`src/rtl/eight_pt_ifft_pkg.sv`:
```
// Constants shared by the 8-point FFT/IFFT pair: sample width, twiddle, FSM states, bit reversal.
package eight_pt_ifft_pkg;

   localparam int unsigned N = 4;
   localparam int unsigned W = 1 << N;

   // round(cos(pi/4) * 2^(W-1)); 23170 for W = 16
   localparam logic [W:0] C = (W + 1)'($rtoi(0.70710678 * (2.0 ** (W - 1)) + 0.5));

   typedef enum logic [1:0] {
      StLoad,
      StCompute,
      StUnload
   } state_e;

   typedef struct packed {
      logic signed [W-1:0] re;
      logic signed [W-1:0] im;
   } cplx_t;

   function automatic logic [2:0] bitrev3(input logic [2:0] k);
      return {k[0], k[1], k[2]};
   endfunction

endpackage

```
`src/rtl/eight_pt_ifft_if.sv`:
```
// Streaming bin-in / sample-out handshake bundle of the 8-point IFFT.
interface eight_pt_ifft_if;

   logic                                     in_valid;
   logic                                     in_ready;
   logic signed [eight_pt_ifft_pkg::W-1:0]   in_re;
   logic signed [eight_pt_ifft_pkg::W-1:0]   in_im;
   logic                                     out_valid;
   logic                                     out_ready;
   logic signed [eight_pt_ifft_pkg::W-1:0]   out_re;
   logic signed [eight_pt_ifft_pkg::W-1:0]   out_im;
   logic                                     out_last;
   logic                                     busy;

   modport master (
      output in_valid, in_re, in_im, out_ready,
      input  in_ready, out_valid, out_re, out_im, out_last, busy
   );

   modport slave (
      input  in_valid, in_re, in_im, out_ready,
      output in_ready, out_valid, out_re, out_im, out_last, busy
   );

endinterface

```
`src/rtl/eight_pt_ifft_butterfly.sv`:
```
// Combinational radix-2 DIT butterfly with conjugate twiddle and a 1/2 scale on each output.
module eight_pt_ifft_butterfly
   import eight_pt_ifft_pkg::*;
(
   input  cplx_t      a,
   input  cplx_t      b,
   input  logic [1:0] tk,
   output cplx_t      y_top,
   output cplx_t      y_bot
);

   localparam logic signed [2*W:0] Cw = (2 * W + 1)'(C);

   logic signed [W:0]   ar, ai, br, bi, pr, pi;
   logic signed [2*W:0] k0, k1, m0, m1;
   logic signed [W:0]   st_re, st_im, sb_re, sb_im;

   always_comb begin
      ar = {a.re[W-1], a.re};
      ai = {a.im[W-1], a.im};
      br = {b.re[W-1], b.re};
      bi = {b.im[W-1], b.im};
      k0 = '0;
      k1 = '0;
      unique case (tk)
         2'd1: begin
            k0 = (2 * W + 1)'(br - bi);
            k1 = (2 * W + 1)'(br + bi);
         end
         2'd3: begin
            k0 = (2 * W + 1)'(-br - bi);
            k1 = (2 * W + 1)'(br - bi);
         end
         default: ;
      endcase
      m0 = k0 * Cw;
      m1 = k1 * Cw;
      pr = '0;
      pi = '0;
      unique case (tk)
         2'd0: begin
            pr = br;
            pi = bi;
         end
         2'd2: begin
            pr = -bi;
            pi = br;
         end
         default: begin
            // bits [2W-1:W-1] are the product arithmetic-shifted right by W-1
            pr = m0[2*W-1:W-1];
            pi = m1[2*W-1:W-1];
         end
      endcase
      st_re = ar + pr;
      st_im = ai + pi;
      sb_re = ar - pr;
      sb_im = ai - pi;
   end

   assign y_top = '{re: st_re[W:1], im: st_im[W:1]};
   assign y_bot = '{re: sb_re[W:1], im: sb_im[W:1]};

   logic unused_bits;
   assign unused_bits = ^{m0[2*W], m0[W-2:0], m1[2*W], m1[W-2:0],
                          st_re[0], st_im[0], sb_re[0], sb_im[0]};

endmodule

```
`src/rtl/eight_pt_ifft.sv`:
```
// Serial-in/serial-out 8-point inverse FFT: load 8 bins, 12 in-place butterflies, unload 8 samples.
module eight_pt_ifft
   import eight_pt_ifft_pkg::*;
(
   input  logic            clk,
   input  logic            rst,
   eight_pt_ifft_if.slave  bus
);

   cplx_t      mem_q [8];
   state_e     state_q;
   logic [2:0] k_q, n_q;
   logic [1:0] s_q, b_q;
   logic       in_ready_q, out_valid_q, out_last_q, busy_q;
   cplx_t      out_q;

   logic [2:0] span, low, top, bot;
   logic [1:0] tk;
   cplx_t      bf_top, bf_bot;

   // In-place DIT addressing: stage s pairs elements span apart within blocks of 2*span.
   always_comb begin
      span = 3'd1 << s_q;
      low  = {1'b0, b_q} & (span - 3'd1);
      top  = ((({1'b0, b_q}) >> s_q) << (s_q + 2'd1)) | low;
      bot  = top + span;
      tk   = 2'(low << (2'd2 - s_q));
   end

   eight_pt_ifft_butterfly u_bfly (
      .a     (mem_q[top]),
      .b     (mem_q[bot]),
      .tk    (tk),
      .y_top (bf_top),
      .y_bot (bf_bot)
   );

   always_ff @(posedge clk) begin
      if (rst) begin
         state_q     <= StLoad;
         k_q         <= '0;
         n_q         <= '0;
         s_q         <= '0;
         b_q         <= '0;
         in_ready_q  <= 1'b1;
         out_valid_q <= 1'b0;
         out_last_q  <= 1'b0;
         busy_q      <= 1'b0;
         out_q       <= '0;
      end else begin
         unique case (state_q)
            StLoad: begin
               if (bus.in_valid && in_ready_q) begin
                  mem_q[bitrev3(k_q)] <= '{re: bus.in_re, im: bus.in_im};
                  k_q <= k_q + 3'd1;
                  if (k_q == 3'd7) begin
                     state_q    <= StCompute;
                     in_ready_q <= 1'b0;
                     busy_q     <= 1'b1;
                  end
               end
            end
            StCompute: begin
               mem_q[top] <= bf_top;
               mem_q[bot] <= bf_bot;
               b_q <= b_q + 2'd1;
               if (b_q == 2'd3) begin
                  s_q <= s_q + 2'd1;
                  if (s_q == 2'd2) begin
                     // mem[0] was finalised by butterfly (2,0), so it can be presented now
                     state_q     <= StUnload;
                     s_q         <= '0;
                     out_valid_q <= 1'b1;
                     out_q       <= mem_q[0];
                  end
               end
            end
            StUnload: begin
               if (out_valid_q && bus.out_ready) begin
                  if (n_q == 3'd7) begin
                     state_q     <= StLoad;
                     n_q         <= '0;
                     k_q         <= '0;
                     out_valid_q <= 1'b0;
                     out_last_q  <= 1'b0;
                     busy_q      <= 1'b0;
                     in_ready_q  <= 1'b1;
                     out_q       <= '0;
                  end else begin
                     n_q        <= n_q + 3'd1;
                     out_q      <= mem_q[n_q + 3'd1];
                     out_last_q <= (n_q == 3'd6);
                  end
               end
            end
            default: state_q <= StLoad;
         endcase
      end
   end

   assign bus.in_ready  = in_ready_q;
   assign bus.out_valid = out_valid_q;
   assign bus.out_re    = out_q.re;
   assign bus.out_im    = out_q.im;
   assign bus.out_last  = out_last_q;
   assign bus.busy      = busy_q;

endmodule

```
`src/flat_wrapper.sv`:
```
// flat-port wrapper written by rule: the top's interface ports become plain ports
module eight_pt_ifft_flat import eight_pt_ifft_pkg::*;
  (clk, rst, bus_in_valid, bus_in_re, bus_in_im, bus_out_ready, bus_in_ready, bus_out_valid, bus_out_re, bus_out_im, bus_out_last, bus_busy);
  eight_pt_ifft_if bus_i ();
  input  logic clk;
  input  logic rst;
  input wire logic [$bits(bus_i.in_valid)-1:0] bus_in_valid;
  input wire logic [$bits(bus_i.in_re)-1:0] bus_in_re;
  input wire logic [$bits(bus_i.in_im)-1:0] bus_in_im;
  input wire logic [$bits(bus_i.out_ready)-1:0] bus_out_ready;
  output wire logic [$bits(bus_i.in_ready)-1:0] bus_in_ready;
  output wire logic [$bits(bus_i.out_valid)-1:0] bus_out_valid;
  output wire logic [$bits(bus_i.out_re)-1:0] bus_out_re;
  output wire logic [$bits(bus_i.out_im)-1:0] bus_out_im;
  output wire logic [$bits(bus_i.out_last)-1:0] bus_out_last;
  output wire logic [$bits(bus_i.busy)-1:0] bus_busy;
  assign bus_i.in_valid = bus_in_valid;
  assign bus_i.in_re = bus_in_re;
  assign bus_i.in_im = bus_in_im;
  assign bus_i.out_ready = bus_out_ready;
  assign bus_in_ready = bus_i.in_ready;
  assign bus_out_valid = bus_i.out_valid;
  assign bus_out_re = bus_i.out_re;
  assign bus_out_im = bus_i.out_im;
  assign bus_out_last = bus_i.out_last;
  assign bus_busy = bus_i.busy;
  eight_pt_ifft u_core (.clk(clk), .rst(rst), .bus(bus_i));
endmodule
```
`config.mk`:
```
export PLATFORM = sky130hd
export DESIGN_NAME = eight_pt_ifft_flat
export DESIGN_NICKNAME = d
export VERILOG_FILES = /design/src/rtl/eight_pt_ifft_pkg.sv /design/src/rtl/eight_pt_ifft_if.sv /design/src/rtl/eight_pt_ifft_butterfly.sv /design/src/rtl/eight_pt_ifft.sv /design/src/flat_wrapper.sv
export SDC_FILE = /design/constraint.sdc
export NUM_CORES = 2
export LEC_CHECK = 0
export BUFFER_PORTS_ARGS = -buffer_cell sky130_fd_sc_hd__buf_4
export CORE_ASPECT_RATIO = 1.1
export CORE_MARGIN = 2
export CORE_UTILIZATION = 30
export CTS_CLUSTER_SIZE = 40
export DETAILED_ROUTE_END_ITERATION = 10
export PLACE_DENSITY = 0.55
export SYNTH_ARGS = -nofsm -noshare
export SYNTH_HDL_FRONTEND = slang
export SYNTH_SLANG_ARGS = --single-unit
```
`constraint.sdc`:
```
create_clock -name clk -period 24.5 [get_ports clk]
set_input_delay 1.225 -clock clk [delete_from_list [all_inputs] [get_ports clk]]
set_output_delay 1.225 -clock clk [all_outputs]
set_load 0.02 [all_outputs]
```
# Word level (Yosys, flattened, before mapping)

Memories as Yosys holds them, arrays and structs flattened.
Index checks and enable logic that the tools add are counted.
W data, S select, Z words.

Register bits: 48
Bits of input ports: 36
Memories kept: 1
RAM bits: 256
Output and inout port bits: 36
Logic and storage cells: 112

$mul: 2
Shifts and indexed selects: 4
Mux-type cells: 46
Reduce and logical (&&, ||, !) cells: 14
$add $sub $neg: 16
Bitwise gates (word level): 2
Eq/ne operators: 16

Memories:

| memory       | depth | bits a word | rd ports | clocked after Yosys merged registers in | wr ports | RTL line            | RTL |
|---|---|---|---|---|---|---|---|
| u_core.mem_q | 8     | 32          | 4        | 0                                       | 2        | eight_pt_ifft.sv:10 | `cplx_t mem_q [8];` |

Operator list:

| operator                 | count |
|---|---|
| $mux W32                 | 5 |
| $pmux W33 S2             | 2 |
| $pmux W17 S2             | 2 |
| $mul A33 B15 Y31 const B | 2 |
| $pmux W32 S2             | 1 |
| $add A16 B17 Y17         | 2 |
| $sub A16 B17 Y17         | 2 |
| $neg A16 Y33             | 1 |
| $sub A33 B16 Y33         | 1 |
| $reduce_or A32 Y1        | 1 |
| $mux W1                  | 19 |
| $add A16 B16 Y17         | 1 |
| $neg A16 Y17             | 1 |
| $sub A16 B16 Y17         | 1 |
| $mux W3                  | 5 |
| $mux W2                  | 7 |
| $ne A2 B1 Y1 const B     | 6 |
| $eq A2 B2 Y1 const B     | 5 |
| $reduce_and A5 Y1        | 2 |
| $eq A3 B3 Y1 const B     | 3 |
| $reduce_and A4 Y1        | 2 |
| $add A3 B1 Y3 const B    | 2 |
| $pmux W1 S2              | 3 |
| $pmux W2 S3              | 1 |
| other kinds (17)         | 23 |

# Longest topological paths before layout

An unclocked memory read counts as a cell.

Depth after elaboration: 13
Mapped depth: 70

# Modules after synthesis

Synthesis repeated with hierarchy kept, for this count alone.

Cell total of the unflattened synthesis: 3,462
Area total of the unflattened synthesis: 35,564.1 µm²

By module, submodules not included:

| module                  | times used | cells an instance | seq. area each (µm²) | area an instance (µm²) |
|---|---|---|---|---|
| eight_pt_ifft           | 1          | 1,638             | 8,648.3              | 20,494.7 |
| eight_pt_ifft_butterfly | 1          | 1,824             | 0.0                  | 15,069.5 |

# Least setup slack after synthesis

Ideal clock, no wire load.

Path type: reg2reg
Start point: register u_core.s_q[0]
End point: memory u_core.mem_q[7][31] in the netlist's numbering (data pin)
Data required time: 24.222 ns
Library setup time: 0.278 ns
Setup slack: 9.471 ns
Stages on the path, launching flop included: 62
Data arrival time: 14.751 ns
Path buffers: 11
Path through: dfxtp_1 > inv_1 > ha_1 > o32a_1 > inv_2 > buf_6 > clkbuf_1 > clkbuf_1 > clkbuf_1 > ha_1 > inv_1 > fa_1 > buf_2 > buf_2 > buf_2 > buf_2 > buf_2 > buf_1 > (+26 left out) > ha_1 > nand2_1 > nor3_1 > or4b_4 > a21oi_1 > nor2_1 > a31o_1 > ha_1 > clkbuf_1 > nor3_1 > a2111oi_0 > nor2_1 > nor2_1 > o21bai_1 > a221oi_1 > o31ai_1 > xor2_1 > mux2i_1

RTL lines:

| item                   | RTL line            | RTL |
|---|---|---|
| start, declared        | eight_pt_ifft.sv:13 | `logic [1:0] s_q, b_q;` |
| start signal, assigned | eight_pt_ifft.sv:68 | `s_q <= s_q + 2'd1;` |
| end, declared          | eight_pt_ifft.sv:10 |  |

==> impl_metrics.yaml <==
status:
  status: "complete, no violations"
hold_path:
  min_path_type: "flop to flop"
  whs_endpoint: "u_core.bus.busy"
  hp-start: "u_core.bus.busy"
  hold_path_depth: 1
synth:
  synth.distinct_cells: 90
  avgSynthCellArea_um2: 9.15
  synth_top_area_cell: "edfxtp_1"
  syn_nets: 4274
  syn_inst: 3703
  synth-seq-cells: 304
  synth_seq_area_share: 0.255
  synthFlopType: "edfxtp_1"
  synth_edf_count: 256
  async_flop_share: 0
  syn_area_um2: 33900
  ys_warn_count: 0
  yosysTopAreaCellShare: 0.227
  synth_area_leaders: "edfxtp_1 (23%), ha_1 (14%), fa_1 (8.5%), mux4_2 (7.7%), mux2i_1 (4.8%)"
setup_path:
  reg2reg_slack_ns: 8.11
  critPathTopFamily: "adder cells"
  cp_slowest_stage_delay_ns: 1.43
  cpMaxStageDelayCell: "fa_4"
  reg2regPathDepth: 48
  criticalPathCategory: "flop to flop"
  cp-end-kind: "flop"
  cpMostUsedCell: "ha_1"
  crit_buf_inv: 6
  cp.required_ns: 24.80
  reg2reg_to: "u_core.mem_q[1][31]"
  cp_max_fo: 44
  r2r-start: "u_core.s_q[0]"
  crit_arrival_ns: 16.70
  crit_path_start_kind: "flop"
timing:
  drv_slew: 0
  fin_skew_ns: 0.0272
  setup_ws_ns: 8.11
  maxSlewHeadroom: 0.193
  setup_viol: 0
  fin_setup_tns_ns: 0
  tightest_slew_ns: 1.20
  whs_ns: 0.482
  hold_viol: 0
  max_freq_ghz: 0.0610
  rsz0062_at_grt: "false"
  fin_crit_ns: 16.39
  period_share: 0.669
clocking:
  post_cts_buffers: 0
  cts_root_buffer: "clkbuf_16"
  post_cts_resize_count: 0
  clock_sinks: 304
  cts_buffers: 30
  clk_pin_slew_ns: 0.07
  tritoncts: "yes"
  cts-htree-levels: 1
  clk_latency_ns: 0.60
  ctsHoldBuffers: 0
  clock_path_buffers: 3
place:
  dp_cells: 5137
  pre_cts_slack_ns: 8.15
  place_congestion: 0.884
  numPortBuffers: 71
  hpwl_um: 87500
finish:
  layout.nets: 4234
  mostFrequentLayoutCell: "nand2_1"
  final_cell_mix: "nand2_1 (405), ha_1 (388), inv_1 (336), nor2_1 (316), a21oi_1 (311)"
  instances_no_fill: 5194
  area_growth_pct: 10.0
  drive_gt1_frac: 0.105
power_and_ir_drop:
  ir_worst_vdd_uv: 60.9
  clkPwrFrac: 0.142
  p_switching_w: 0.00181
  p_int_w: 0.00170
  pwr-share-seq: 0.202
  swShare: 0.516
  p_per_area_nw_per_um2: 94.1
  p_leak_nw: 17.1
  p_comb_frac: 0.656
grt:
  grt_overflow: 0
  grt_pass1_vias: 27400
  antenna_found_initial: 4
  grt_util_all_layers: 0.203
  grt_max_degree: 60
  grt_first_pass_wirelength_um: 178000
floorplanning:
  die_w_um: 324
  io_pins: 72
  design.die.area_um2: 116000
  core-area_um2: 112000
  dieHeight_um: 356
  num_rows: 129
  start_util: 0.302
routing:
  wire_per_inst_um: 23.2
  antenna_left: 0
  via_count: 28200
  routed_wl_um: 120000
  drc: 0
  firstDrtPassIters: 6
  first_iter_violations: 2906
  vias_per_cell: 5.43
flow_run:
  drv_cap: 0
==> cell usage after synthesis (all sizes together) (116+ instances only) <==
| master | number |
|---|---|
| inv | 342 |
| mux2i | 167 |
| nand3 | 169 |
| a21oi | 313 |
| nor2 | 316 |
| o21ai | 172 |
| ha | 392 |
| edfxtp | 256 |
| fa | 143 |
| clkbuf | 151 |
| nand2 | 410 |
| mux4 | 116 |
==> power by group through the flow <==
stage	sequential, W	combinational, W	clock, W
2_1_floorplan	0.000741	0.00145	0
3_3_place_gp	0.000720	0.00226	0
3_5_place_dp	0.000720	0.00225	0
4_1_cts	0.000709	0.00226	0.000504
5_1_grt	0.000716	0.00246	0.000521
6_report	0.000710	0.00230	0.000498
==> stage by stage <==
step	total power (W)	instance area [µm²]	util
3_3_place_gp	0.00298	36200	0.323
5_1_grt	0.00370	37300	0.332
6_report	0.00351	37300	0.332
2_1_floorplan	0.00219	33900	-
4_1_cts	0.00348	37300	0.332
3_5_place_dp	0.00297	36200	0.323
==> registers in the layout (all words and copies together), names as in the netlist, 2 cells and up <==
name,cells
u_core.k_q,3
u_core.mem_q,256
u_core.b_q,2
u_core.s_q,2
u_core.bus.out_re,16
u_core.bus.out_im,16
u_core.n_q,3
u_core.state_q,2
==> worst max path at each step <==
stage,from,endpoint,slack (ns),cells past startpoint
2_1_floorplan,u_core.s_q[0],u_core.mem_q[7][31],9.47,61
3_3_place_gp,u_core.s_q[1],u_core.mem_q[1][31],8.35,50
3_5_place_dp,u_core.s_q[1],u_core.mem_q[1][31],8.15,50
4_1_cts,u_core.s_q[1],u_core.mem_q[1][31],8.14,50
5_1_grt,u_core.s_q[1],u_core.mem_q[1][31],7.14,48
6_report,u_core.s_q[0],u_core.mem_q[1][31],8.11,48
==> cells by family after synthesis <==
kind of cell | after synthesis | share of synthesized area
simple gates | 1088 | 0.142
compound gates | 772 | 0.139
buf+inv | 561 | 0.0637
fa+ha+maj | 536 | 0.230
flops | 304 | 0.255
mux | 293 | 0.131
xor+xnor | 149 | 0.0401
==> metal layers <==
layer / routed length, µm / share of wire / vias up / global-route usage
met5: 13 / 0.00011 / - / 0
met1: 49500 / 0.41 / 13600 / 0.260
met2: 56600 / 0.47 / 1245 / 0.344
li1: - / - / 13000 / -
met4: 6220 / 0.052 / 2 / 0.0959
met3: 7940 / 0.066 / 286 / 0.0203
==> area by class of cell <==
type / count / area (µm²)
clock inverter: 22 / 235
sequential: 304 / 8650
fill: 11500 / 74900
antenna: 1 / 2.50
clock buffer: 34 / 787
timing repair buffer: 144 / 1080
inverter: 345 / 1300
multi-input combinational: 2838 / 23300
tap: 1506 / 1880
Power figures use the tool's default switching activity.
